`src/rtl/mvu_pe_acc_pkg.sv`:
```
// Shared MVAU definitions for the PE accumulator slice.
// Provides the default lane count, word lengths and synapse fold used by
// mvu_pe_acc and mvu_pe_adders, plus a counter-width helper.
package mvu_pe_acc_pkg;

    // Source activation and weight word lengths of the MVAU.
    localparam int unsigned TSrcI = 4;
    localparam int unsigned TW    = 1;

    // PE datapath defaults.
    localparam int unsigned MVU_SIMD  = 2;
    localparam int unsigned MVU_TDSTI = 4;
    localparam int unsigned MVU_SF    = 4;
    localparam int unsigned MVU_TDSTA = 16;

    // Width of a counter spanning 0..n-1, never narrower than one bit.
    function automatic int unsigned cnt_width(input int unsigned n);
        return (n <= 1) ? 1 : $clog2(n);
    endfunction

endpackage

```
`src/rtl/mvu_pe_adders.sv`:
```
// Combinational lane reduction for one PE.
// Ports:
//   in_simd : packed signed lane products, lane 0 in the LSBs
//   sum_c   : sign-extended sum of all lanes, wrapping at TDstA bits
module mvu_pe_adders
    import mvu_pe_acc_pkg::*;
#(
    parameter int unsigned SIMD  = MVU_SIMD,
    parameter int unsigned TDstI = MVU_TDSTI,
    parameter int unsigned TDstA = MVU_TDSTA
) (
    input  logic [SIMD*TDstI-1:0] in_simd,
    output logic [TDstA-1:0]      sum_c
);

    // Sign-extend every lane to the accumulator width and add them up.
    always_comb begin
        sum_c = '0;
        for (int i = 0; i < int'(SIMD); i++) begin
            sum_c = sum_c + TDstA'($signed(in_simd[i*TDstI +: TDstI]));
        end
    end

endmodule

```
`src/rtl/mvu_pe_acc.sv`:
```
// MVAU processing-element accumulator.
// Reduces SIMD lane products per beat, then accumulates SF beats into one
// signed dot product. Two register stages: lane sum, then accumulator/output.
// Ports:
//   clk, rst_n      : clock, synchronous active-low reset
//   do_mvau_stream  : pipeline enable; low freezes all state
//   in_v, in_simd   : product beat valid and packed signed lane products
//   out_v, out      : one-cycle completion pulse and registered dot product
module mvu_pe_acc
    import mvu_pe_acc_pkg::*;
#(
    parameter int unsigned SIMD  = MVU_SIMD,
    parameter int unsigned TDstI = MVU_TDSTI,
    parameter int unsigned SF    = MVU_SF,
    parameter int unsigned TDstA = MVU_TDSTA
) (
    input  logic                  clk,
    input  logic                  rst_n,
    input  logic                  do_mvau_stream,
    input  logic                  in_v,
    input  logic [SIMD*TDstI-1:0] in_simd,
    output logic                  out_v,
    output logic [TDstA-1:0]      out
);

    localparam int unsigned CNT_W = cnt_width(SF);
    localparam logic [CNT_W-1:0] SF_LAST = CNT_W'(SF - 1);

    logic [TDstA-1:0] sum_c;
    logic [TDstA-1:0] sum_r;
    logic             sum_v;
    logic [TDstA-1:0] acc;
    logic [CNT_W-1:0] sf_cnt;
    logic [TDstA-1:0] acc_nxt_c;

    mvu_pe_adders #(
        .SIMD  (SIMD),
        .TDstI (TDstI),
        .TDstA (TDstA)
    ) u_adders (
        .in_simd (in_simd),
        .sum_c   (sum_c)
    );

    // First beat of a fold restarts from zero, so back-to-back products need no gap.
    assign acc_nxt_c = ((sf_cnt == '0) ? '0 : acc) + sum_r;

    // Stage 1: registered lane sum.
    always_ff @(posedge clk) begin
        if (!rst_n) begin
            sum_r <= '0;
            sum_v <= 1'b0;
        end else if (do_mvau_stream) begin
            sum_r <= sum_c;
            sum_v <= in_v;
        end
    end

    // Stage 2: fold accumulation and completion pulse; a stalled pulse is held.
    always_ff @(posedge clk) begin
        if (!rst_n) begin
            acc    <= '0;
            sf_cnt <= '0;
            out    <= '0;
            out_v  <= 1'b0;
        end else if (do_mvau_stream) begin
            out_v <= 1'b0;
            if (sum_v) begin
                acc <= acc_nxt_c;
                if (sf_cnt == SF_LAST) begin
                    sf_cnt <= '0;
                    out    <= acc_nxt_c;
                    out_v  <= 1'b1;
                end else begin
                    sf_cnt <= sf_cnt + CNT_W'(1);
                end
            end
        end
    end

endmodule

```
`config.mk`:
```
export PLATFORM = sky130hd
export DESIGN_NAME = mvu_pe_acc
export DESIGN_NICKNAME = d
export VERILOG_FILES = /design/src/rtl/mvu_pe_acc_pkg.sv /design/src/rtl/mvu_pe_adders.sv /design/src/rtl/mvu_pe_acc.sv
export SDC_FILE = /design/constraint.sdc
export NUM_CORES = 1
export LEC_CHECK = 0
export ABC_AREA = 1
export BUFFER_PORTS_ARGS = -buffer_cell sky130_fd_sc_hd__buf_2
export CAP_MARGIN = 5
export CORE_ASPECT_RATIO = 1.25
export CORE_MARGIN = 2
export CORE_UTILIZATION = 54
export CTS_CLUSTER_DIAMETER = 40
export CTS_CLUSTER_SIZE = 10
export DETAILED_ROUTE_END_ITERATION = 16
export GPL_TIMING_DRIVEN = 0
export PLACE_DENSITY = 0.8
export SYNTH_ARGS = -nofsm -noshare
export SYNTH_HDL_FRONTEND = slang
export SYNTH_HIERARCHICAL = 1
export SYNTH_SLANG_ARGS = --single-unit
```
`constraint.sdc`:
```
create_clock -name clk -period 2.1 [get_ports clk]
set_input_delay 0.42 -clock clk [delete_from_list [all_inputs] [get_ports clk]]
set_output_delay 0.42 -clock clk [all_outputs]
set_load 0.02 [all_outputs]
```
# Yosys cells after proc, flatten, opt, wreduce, memory -nomap -nowiden
# Index checks and enable logic that the tools add are counted.
classes:
  addsub: 3
  eq_ne: 1
  mux: 4
  reduce_logical: 3
ops:
  columns: ["cell", "count"]
  rows:
  - ["$add 16x16->16", 1]
  - ["$mux 16", 1]
  - ["$add 4x4->5", 1]
  - ["$reduce_and 3->1", 1]
  - ["$add 2x1->2 const B", 1]
  - ["$eq 2x2->1 const B", 1]
  - ["$logic_not 2->1", 1]
  - ["$mux 1", 2]
  - ["$mux 2", 1]
  - ["$reduce_and 2->1", 1]
word_totals:
  register_bits: 52
  input_bits: 12
  out_inout_bits: 17
  elab_cells: 17

# Depth between registers and ports, before layout
logic_depth:
  depth_word: 3
  mapped_depth: 17
  depth_no_buf: 16

# Cells and area by module
# The synthesis kept the hierarchy.
by_module_without_submodules:
  columns: ["module", "instances", "cells_per_inst", "area_per_inst_um2", "seq_area_each_um2"]
  rows:
  - ["mvu_pe_acc", 1, 436, 2900.3, 1041.0]
  - ["mvu_pe_adders", 1, 38, 246.5, 0.0]

# Worst setup path before layout
# Ideal clock, no wire load.
synth_path:
  path_kind: "flip-flop to flip-flop"
  start: "reg sf_cnt[0]"
  end: "reg acc[12]"
  setup_time_ns: 0.109
  arrival_ns: 2.185
  t_required_ns: 1.991
  setup_slack_ns: -0.194
  path_stages_with_launch: 17
  path_buffers: 1
  period_less_slack_ns: 2.294
  path_cell_list: "dfxtp_1 -> inv_1 -> ha_1 -> clkbuf_1 -> nor2_1 -> ha_1 -> fa_1 -> nand3_1 -> nand2_1 -> nand2_1 -> nand2_1 -> nand2_1 -> nand2_1 -> nand2_1 -> nand3_1 -> nand2_1 -> inv_1"
synth_via:
  elab_chain_len: 3
synth_rtl:
  columns: ["item", "line", "rtl"]
  rows:
  - ["from (decl)", "mvu_pe_acc.sv:33", "logic [CNT_W-1:0] sf_cnt;"]
  - ["from (signal assigned)", "mvu_pe_acc.sv:75", "sf_cnt <= sf_cnt + CNT_W'(1);"]
  - ["$logic_not 2->1", "mvu_pe_acc.sv:46", "assign acc_nxt_c = ((sf_cnt == '0) ? '0 : acc) + sum_r;"]
  - ["$mux 16", "mvu_pe_acc.sv:46", null]
  - ["$add 16x16->16", "mvu_pe_acc.sv:46", null]
  - ["to (signal assigned)", "mvu_pe_acc.sv:69", "acc <= acc_nxt_c;"]
  - ["to (decl)", "mvu_pe_acc.sv:32", "logic [TDstA-1:0] acc;"]
# No other way between the ends.
# A chain may end at the register's enable or synchronous reset.

# Worst setup path after layout
layout_path:
  start: "reg sf_cnt[1]"
  end: "reg acc[6]"
# The elaborated chain is that of the path after synthesis.

==> run metrics <==
part of the cycle the worst path needs 101%; Max-Slew Margin vs Limit around 47%; Initial Utilization 55.2%; I/O pin total 29; ys async rst share 0%; final cell count without fillers 584; worst-path maximum fanout 5; setup slack after layout -0.0194 ns; initial antenna violation count 0; TritonCTS clock tree yes; Hold Crit Class in2reg; Gate Count Post-Synth about 470; Yosys top cell by area dfxtp_1; Std-Cell Rows 31; design area between 0.003 and 0.004 sq mm; die area about 0.0065 sq mm; Num Clock Sinks 52; register area share after synthesis 33.1%; share of cells above drive strength 1 between 20% and 30%; synthesized area per cell roughly 6.6 sq um; Core ar. about 0.0057 sq mm; WP data required between 2 and 2.5 ns; Synth top cells by count 117 x nand2_1, 70 x inv_1, 66 x nor2_1, 52 x dfxtp_1, 32 x a21oi_1; Min Clock Period, post-route between 2 and 2.5 ns; maximum vdd drop 0.449 mV; Max Slew Vio Count 0; vias post-DR between 3000 and 4000; mapped cell area 0.00315 sq mm; chip width 72.3 microns; dpl hpwl approximately 5400 microns; first drt pass iteration count 5; gpl congestion between 0.9 and 1; Worst R2R Path Depth 14; startpoint types register; Post-DRT Antenna Nets 0; # port buffers 26; failing checks setup timing; placed instance area roughly 0.0034 sq mm; ant diodes 0; cts bufs inserted 5; fin util 67.9%; top cells by area, synth dfxtp_1 33%, nand2_1 14%, ha_1 8.3%; most common cell in the netlist nand2_1; Fmax achieved about 0.47 GHz; Hold Fails Final Rpt 0; TNS Setup -0.0222 ns; total gr overflow 0; Hold Worst Slack approximately 0.35 ns; CTS Buffer Depth 2; die height between 80 and 90 microns; outcome finished, violations left; Worst-Margin Slew 0.796 ns; WL/cell 13.1 microns; Root Buffer clkbuf_8; DR iter-0 viols 124; CTS H-Tree Depth 2; worst clock skew ~0.0043 ns; worst skew pair latency just over 0.3 ns; pwr dens between 500 and 600 mW/mm^2; YS warnings 6; Worst Path Class, Setup reg2reg; post-synth top area share around 33%; CP Data Arrival Time between 2 and 2.5 ns; pre-CTS setup slack -0.269 ns; max_cap viols 0; RSZ-0062 raised after global routing yes; FILL cells slightly below 500; area grow syn2layout 23.1%; hold depth 3; fin nets ~550; largest net degree at the start of global routing 17; total routed wirelength around 7700 microns; Syn Nets 509; # DRC 0; leakage power slightly below 2 nW; kind of end point of the critical path register; Pwr Total roughly 2.1 mW; Cell variety after synth 34; Top FF cell, synth dfxtp_1; gr usage total between 20% and 30%; Post-synth EDFFs 0; final setup fails 2; Vias/cell 5.20; number of global-route vias before repair 2747; dpl cells about 570; first-pass GRT wire length around 12000 microns; Clock Pin Slew Worst Setup and Hold Paths 0.10 ns; FF+latch count, synth 52
-- final timing paths --
| check | from | to | slack, ns |
|---|---|---|---|
| worst min register to register | out[12] | out[12] | 0.45 |
| worst min-delay path | in_v | sum_v | 0.35 |
| worst max-delay path | sf_cnt[1] | acc[6] | -0.02 |
| worst max register to register | sf_cnt[1] | acc[6] | -0.02 |
-- cells by family after synthesis --
family	after synthesis	share of synthesized area, %
flip-flops	52	33.1
AO/OA/AOI/OAI	68	11.3
adder cells (fa/ha/maj)	23	9.62
buffers and inverters	101	14.0
AND/OR/NAND/NOR	222	29.7
XOR/XNOR	8	2.23
-- layout by cell type (no fill, tap or decap), types with 2 or more instances in the layout --
master     n
buf_2     30
clkinv_1   3
nand3b_1   2
clkbuf_8   7
nor2_4     7
nand2_4    4
ha_4      11
nand3_1   14
xnor2_1    2
a22o_1     3
a21oi_1   27
a21oi_2    4
buf_4     20
and2_1     2
o21ai_1    4
xnor2_2    2
or2_1      3
clkbuf_1   4
dfxtp_2    2
ha_1      10
inv_2      7
xor2_1     3
nor2_1    55
nand2_1   99
o21ai_0   27
nand3_2    4
dfxtp_1   50
nand2_2   22
nor2_2     7
inv_1     68
-- final cells by class --
cell class,instances,area (sq um),share of cell area (%)
clock inverter,2,16.3,0.420
clock buffer,6,72.6,1.87
timing repair buffer,36,215,5.56
sequential,52,1040,26.9
multi-input combinational,321,1980,51.2
buffer,23,169,4.36
tap,66,82.6,2.13
inverter,78,293,7.56
-- layer usage --
layer / track usage [%] / vias up / wire (microns)
li1: - / 1540 / -
met1: 25.6 / 1397 / 2970
met2: 42.7 / 72 / 4060
met3: 3.72 / 26 / 277
met4: 16.5 / 0 / 358
met5: 0 / - / 0
-- worst max-delay path, cell delays in order (launching register included) --
cell	delay, ns
dfxtp_2	0.34
inv_2	0.07
ha_4	0.16
clkbuf_16	0.16
nor2_4	0.04
ha_4	0.15
fa_2	0.36
nand2_1	0.10
nand2_1	0.08
nand3_2	0.08
nand2_4	0.07
xnor2_2	0.17
nand2_1	0.09
nand2_1	0.09
inv_1	0.04
-- registers in the layout (all words and copies together) (netlist names) --
name / count
sf_cnt: 2
out: 16
out_v: 1
sum_v: 1
acc: 16
sum_r: 16
-- power breakdown --
part | internal [mW] | leakage (nW) | switching, mW
clock network | 0.238 | 0.0414 | 0.342
registers | 1.03 | 0.426 | 0.0319
logic | 0.205 | 1.49 | 0.250
-- what timing repair did --
action | in CTS | in global routing
setup buffers | 4 | 5
resized for setup | 24 | 46
cloned | 1 | 0
endpoints found under the hold margin | 0 | 0
hold buffers | 0 | 0
pin swaps | 13 | 16
endpoints found under the setup margin | 22 | 26
Power figures use the tool's default switching activity.
